File: src/rtl/pc_sequencer_pkg.sv
// Shared definitions for the multi-cycle instruction sequencer: state encodings,
// trap cause codes and a small state-classification helper.
package pc_sequencer_pkg;

  localparam int STATE_W = 3;
  localparam int WAIT_W  = 8;

  localparam logic [STATE_W-1:0] ST_FETCH  = 3'd0;
  localparam logic [STATE_W-1:0] ST_DECODE = 3'd1;
  localparam logic [STATE_W-1:0] ST_EXEC   = 3'd2;
  localparam logic [STATE_W-1:0] ST_MEM    = 3'd3;
  localparam logic [STATE_W-1:0] ST_WB     = 3'd4;
  localparam logic [STATE_W-1:0] ST_TRAP   = 3'd5;
  localparam logic [STATE_W-1:0] ST_HALT   = 3'd6;

  localparam logic [1:0] TC_NONE    = 2'd0;
  localparam logic [1:0] TC_IMEM    = 2'd1;
  localparam logic [1:0] TC_DMEM    = 2'd2;
  localparam logic [1:0] TC_ILLEGAL = 2'd3;

  // States that hold a memory request open and are therefore subject to timeout.
  function automatic logic waits_on_mem(input logic [STATE_W-1:0] st);
    return (st == ST_FETCH) || (st == ST_MEM);
  endfunction

endpackage

File: src/rtl/pc_sequencer_req_timeout.sv
// Shared memory-request wait counter; expire flags the last cycle a request may
// still be acknowledged before the sequencer traps.
module pc_sequencer_req_timeout
  import pc_sequencer_pkg::*;
#(
  parameter int MEM_TIMEOUT = 16
) (
  input  logic clk,
  input  logic rstn,
  input  logic clear,
  input  logic count_en,
  output logic expire
);

  localparam logic [WAIT_W-1:0] LIMIT = WAIT_W'(MEM_TIMEOUT - 1);

  logic [WAIT_W-1:0] wait_cnt_r;

  // Wait counter: cleared on every state change, advances while a request is open.
  always_ff @(posedge clk or negedge rstn) begin
    if (!rstn) begin
      wait_cnt_r <= 8'd0;
    end else if (clear) begin
      wait_cnt_r <= 8'd0;
    end else if (count_en) begin
      wait_cnt_r <= wait_cnt_r + 8'd1;
    end else begin
      wait_cnt_r <= wait_cnt_r;
    end
  end

  assign expire = (wait_cnt_r == LIMIT);

endmodule

File: src/rtl/pc_sequencer.sv
// Multi-cycle RV32 control FSM: FETCH/DECODE/EXEC/MEM/WB with trap redirect on
// memory timeout or illegal opcode, a HALT state, and cycle/instret counters.
module pc_sequencer
  import pc_sequencer_pkg::*;
#(
  parameter int MEM_TIMEOUT = 16,
  parameter int CNT_W       = 32
) (
  input  logic             clk,
  input  logic             rstn,
  input  logic             imem_ack,
  input  logic             dmem_ack,
  input  logic             is_load,
  input  logic             is_store,
  input  logic             is_branch_taken,
  input  logic             is_jump,
  input  logic             rd_valid,
  input  logic             illegal,
  input  logic             is_halt,
  input  logic             resume,
  output logic             pc_we,
  output logic             pc_imm,
  output logic             trap_sel,
  output logic             imem_req,
  output logic             ir_we,
  output logic             dmem_req,
  output logic             rf_we,
  output logic [1:0]       trap_cause,
  output logic             halted,
  output logic [CNT_W-1:0] cycle_cnt,
  output logic [CNT_W-1:0] instret_cnt
);

  logic [STATE_W-1:0] state_r;
  logic [STATE_W-1:0] state_nxt_s;
  logic [1:0]         trap_cause_r;
  logic [1:0]         cause_nxt_s;
  logic [CNT_W-1:0]   cycle_cnt_r;
  logic [CNT_W-1:0]   instret_cnt_r;
  logic               expire_s;
  logic               clear_s;
  logic               count_en_s;

  assign clear_s    = (state_nxt_s != state_r);
  assign count_en_s = waits_on_mem(state_r);

  pc_sequencer_req_timeout #(
    .MEM_TIMEOUT(MEM_TIMEOUT)
  ) u_req_timeout (
    .clk     (clk),
    .rstn    (rstn),
    .clear   (clear_s),
    .count_en(count_en_s),
    .expire  (expire_s)
  );

  // Next-state and trap-cause selection; an ack in the expiry cycle beats the timeout.
  always_comb begin
    state_nxt_s = state_r;
    cause_nxt_s = trap_cause_r;
    case (state_r)
      ST_FETCH: begin
        if (imem_ack) begin
          state_nxt_s = ST_DECODE;
        end else if (expire_s) begin
          state_nxt_s = ST_TRAP;
          cause_nxt_s = TC_IMEM;
        end else begin
          state_nxt_s = ST_FETCH;
        end
      end
      ST_DECODE: begin
        if (illegal) begin
          state_nxt_s = ST_TRAP;
          cause_nxt_s = TC_ILLEGAL;
        end else begin
          state_nxt_s = ST_EXEC;
        end
      end
      ST_EXEC: begin
        if (is_halt) begin
          state_nxt_s = ST_HALT;
        end else if (is_load || is_store) begin
          state_nxt_s = ST_MEM;
        end else begin
          state_nxt_s = ST_WB;
        end
      end
      ST_MEM: begin
        if (dmem_ack) begin
          state_nxt_s = ST_WB;
        end else if (expire_s) begin
          state_nxt_s = ST_TRAP;
          cause_nxt_s = TC_DMEM;
        end else begin
          state_nxt_s = ST_MEM;
        end
      end
      ST_WB:   state_nxt_s = ST_FETCH;
      ST_TRAP: state_nxt_s = ST_FETCH;
      ST_HALT: begin
        if (resume) begin
          state_nxt_s = ST_FETCH;
        end else begin
          state_nxt_s = ST_HALT;
        end
      end
      default: state_nxt_s = ST_FETCH;
    endcase
  end

  // State, trap cause and performance counters.
  always_ff @(posedge clk or negedge rstn) begin
    if (!rstn) begin
      state_r       <= ST_FETCH;
      trap_cause_r  <= TC_NONE;
      cycle_cnt_r   <= '0;
      instret_cnt_r <= '0;
    end else begin
      state_r      <= state_nxt_s;
      trap_cause_r <= cause_nxt_s;
      if (state_r != ST_HALT) begin
        cycle_cnt_r <= cycle_cnt_r + CNT_W'(1);
      end else begin
        cycle_cnt_r <= cycle_cnt_r;
      end
      if (state_r == ST_WB) begin
        instret_cnt_r <= instret_cnt_r + CNT_W'(1);
      end else begin
        instret_cnt_r <= instret_cnt_r;
      end
    end
  end

  // Control decode; gated by rstn so requests drop the instant reset asserts.
  always_comb begin
    pc_we    = 1'b0;
    pc_imm   = 1'b0;
    trap_sel = 1'b0;
    imem_req = 1'b0;
    ir_we    = 1'b0;
    dmem_req = 1'b0;
    rf_we    = 1'b0;
    halted   = 1'b0;
    if (rstn) begin
      case (state_r)
        ST_FETCH: begin
          imem_req = 1'b1;
          ir_we    = imem_ack;
        end
        ST_MEM:   dmem_req = 1'b1;
        ST_WB: begin
          pc_we  = 1'b1;
          pc_imm = is_branch_taken | is_jump;
          rf_we  = rd_valid & ~is_store;
        end
        ST_TRAP: begin
          pc_we    = 1'b1;
          pc_imm   = 1'b1;
          trap_sel = 1'b1;
        end
        ST_HALT: begin
          halted = 1'b1;
          pc_we  = resume;
        end
        default: pc_we = 1'b0;
      endcase
    end else begin
      pc_we    = 1'b0;
      imem_req = 1'b0;
      dmem_req = 1'b0;
    end
  end

  assign trap_cause  = trap_cause_r;
  assign cycle_cnt   = cycle_cnt_r;
  assign instret_cnt = instret_cnt_r;

endmodule

File: config.mk
export PLATFORM = sky130hd
export DESIGN_NAME = pc_sequencer
export DESIGN_NICKNAME = d
export VERILOG_FILES = /design/src/rtl/pc_sequencer_pkg.sv /design/src/rtl/pc_sequencer_req_timeout.sv /design/src/rtl/pc_sequencer.sv
export SDC_FILE = /design/constraint.sdc
export NUM_CORES = 1
export LEC_CHECK = 0
export BUFFER_PORTS_ARGS = -buffer_cell sky130_fd_sc_hd__buf_2
export CAP_MARGIN = 15
export CELL_PAD_IN_SITES_DETAIL_PLACEMENT = 0
export CELL_PAD_IN_SITES_GLOBAL_PLACEMENT = 1
export CORE_UTILIZATION = 35
export CTS_CLUSTER_DIAMETER = 80
export DETAILED_ROUTE_END_ITERATION = 7
export PLACE_DENSITY_LB_ADDON = 0.1
export SLEW_MARGIN = 20
export SYNTH_ARGS = -nofsm -noshare
export SYNTH_HDL_FRONTEND = slang
export SYNTH_HIERARCHICAL = 1
export SYNTH_SLANG_ARGS = --single-unit
File: constraint.sdc
create_clock -name clk -period 2.85 [get_ports clk]
set_clock_uncertainty 0.1 [all_clocks]
set_input_delay 0.285 -clock clk [delete_from_list [all_inputs] [get_ports clk]]
set_output_delay 0.285 -clock clk [all_outputs]
set_load 0.02 [all_outputs]
==> metrics.txt <==
Tot Pwr about 3.0 mW; endpoints failing setup 0; RSZ-0062 raised after global routing no; R2R Path End instret_cnt[31]; Max-Cap Viols 0; pin count of the biggest net entering global routing 39; Worst-path clk slew approximately 0.07 ns; Initial Utilization 36.70%; crit path DAT 2.48 ns; Ys Warns 6; Nets between 400 and 500; global-route wire length before repair between 10,000 and 15,000 um; FMAX around 0.43 GHz; Initial DRT Pass Iterations 4; Die X slightly above 100 um; share of layout cells above drive strength 1 a little over a quarter; Die ar. around 0.011 sq mm; fin crit period ~2.3 ns; Post-Layout Inst Area between 0.004 and 0.005 sq mm; CP startpoint kind flip-flop; clock root cell clkbuf_8; Detailed Place HPWL between 5000 and 6000 um; reg-to-reg startpoint state_r[2]; post-synthesis sequential area ratio a little over half; die height 103.9 um; most used cells in the layout excluding fill and tap cells buf_2, dfrtp_1, xnor2_1; syn nets 362; worst hold margin 0.2448 ns; WL/cell approximately 13 um; worst-margin pin slew between 0.5 and 0.6 ns; Hold Path Depth 4; worst-case clock buffer depth 2; Hold WC Path Type in -> reg; fin crit share between 80% and 90%; Slew headroom between 60 and 70%; H-tree depth 3; gr usage total around 15%; Cells after Synth between 300 and 400; Clock Latency Late Sink about 0.34 ns; Row Count 36; Crit path required time roughly 3.0 ns; min-delay src dmem_ack; Area Growth Syn to Fin 22.67%; Leak about 2.2 nW; Clock Sinks 77; global route overflow 0; core footprint roughly 0.0099 sq mm; Area after DPL about 0.0042 sq mm; Via density ~4.8; clock tree from TritonCTS done; Fin Setup TNS 0 ns; most used flip-flop cell after synthesis dfrtp_1; Critical Path End Type flip-flop; I/O Pins 86; initial antenna violation count 0; number of synthesized flops with an enable pin 0; initial DRC count 60; antenna cells 0; path depth of the worst reg2reg path 5; post-synthesis register bit count slightly below 80; most common cell after layout, fill and taps aside buf_2; pwr dens 673.2 mW/mm^2; vias in the first global route roughly 2,600; Slew Limit Fails 0; status finished clean; CTS Buf Count 9; port bufs 85; Critical Path Start state_r[2]; post-route ant nets 0; peak supply drop 0.3944 mV; Avg Cell Area, Syn 10.48 sq um; library cells used by synthesis between 40 and 50; RePlAce Congestion between 0.7 and 0.8; final hold vios 0; via count approximately 2,800; final wirelength 7794 um; largest fanout on the critical path 13; DRC violations left 0; r2r setup slk ~0.5 ns; post-cts resize count 0; synthesized area approximately 0.0036 sq mm; ys async rst share 100.0%; worst setup path category reg -> reg; Worst Hold End state_r[0]
[sequential cells by signal, indices dropped and copies added (netlist names)]
signal                    flops
cycle_cnt                    32
instret_cnt                  32
state_r                       3
trap_cause                    2
u_req_timeout/wait_cnt_r      8
[final cells by class]
type | count | area (sq um)
well taps | 133 | 166.4
repair buffers | 94 | 498.0
multi-input cells | 252 | 1625
fillers | 1026 | 5448
clock buffers | 13 | 168.9
clock inverters | 3 | 42.54
flip-flops and latches | 77 | 1927
inverters | 9 | 33.78
[synth_stat cells, types with 2 or more instances]
cell type | instances | area (sq um)
mux2_2 | 2 | 22.52
and4_1 | 5 | 43.79
buf_6 | 2 | 22.52
or2_2 | 4 | 25.02
or3_1 | 6 | 37.54
dfrtp_1 | 77 | 1927
nor3_1 | 13 | 65.06
nand2_1 | 35 | 131.4
nand3_1 | 21 | 105.1
xor2_1 | 28 | 245.2
nand4_1 | 16 | 100.1
nor2_1 | 26 | 97.59
xnor2_1 | 38 | 332.8
buf_2 | 2 | 10.01
clkbuf_1 | 4 | 15.01
ha_1 | 3 | 37.54
nand2b_1 | 4 | 25.02
or4_1 | 3 | 22.52
and3_1 | 5 | 31.28
nor4_1 | 5 | 31.28
nor3b_1 | 2 | 15.01
inv_1 | 9 | 33.78
o21ai_0 | 9 | 45.04
a21oi_1 | 9 | 45.04
[worst max-delay path, stage by stage (launching register included)]
cell and delay, ns:
dfrtp_1 0.58, or3b_1 0.49, or3_4 0.49, nor3_4 0.31
nand3_1 0.13, xnor2_1 0.13
[how the worst max path moves through the flow]
stage                                  to  cells after the start  slack [ns]
after floorplan           instret_cnt[25]                      8        0.65
after global placement    instret_cnt[31]                      5        0.54
after global routing        cycle_cnt[29]                      6        0.33
final                     instret_cnt[31]                      5        0.50
after CTS                 instret_cnt[31]                      5        0.47
after detailed placement  instret_cnt[31]                      5        0.49
[stage by stage]
stage / std cells / utilization, % / setup WS (ns)
after floorplan: 347 / - / 0.6451
after global placement: 564 / 42.79 / 0.5394
after detailed placement: 564 / 42.79 / 0.4906
after CTS: 581 / 45.03 / 0.4692
after global routing: 581 / 45.03 / 0.3278
final: 581 / 45.03 / 0.5047
[cell families (layout without fill, tap and decap cells)]
group           count (synthesis)  in the layout  share of synthesized area [%]
buf+inv                        18            119                          2.339
simple gates                  156            156                          23.12
compound gates                 24             24                          3.750
xor+xnor                       66             66                          15.89
flops                          77             77                          52.98
fa+ha+maj                       3              3                          1.032
mux                             3              3                         0.8944
[report_power, final]
part | internal (mW) | total [mW] | leakage (nW) | switching (mW)
Sequential | 1.21 | 1.37 | 1.04 | 0.161
Clock | 0.476 | 0.867 | 0.106 | 0.391
Combinational | 0.309 | 0.768 | 1.06 | 0.459
[per-layer routing]
| metal | wire length [um] | GRT usage [%] | part of all wire, % | vias up |
|---|---|---|---|---|
| li1 | - | - | - | 1382 |
| met1 | 3800 | 19.70 | 49 | 1316 |
| met2 | 3539 | 23.38 | 45 | 59 |
| met3 | 360 | 4.198 | 4.6 | 5 |
| met4 | 94 | 6.122 | 1.2 | 0 |
| met5 | 0 | 0 | 0 | - |
[what timing repair did]
action	4_1_cts	5_1_grt
hold buffers	1	0
setup buffers	0	0
endpoints found under the hold margin	22	0
(Power assumes the default switching activity.)
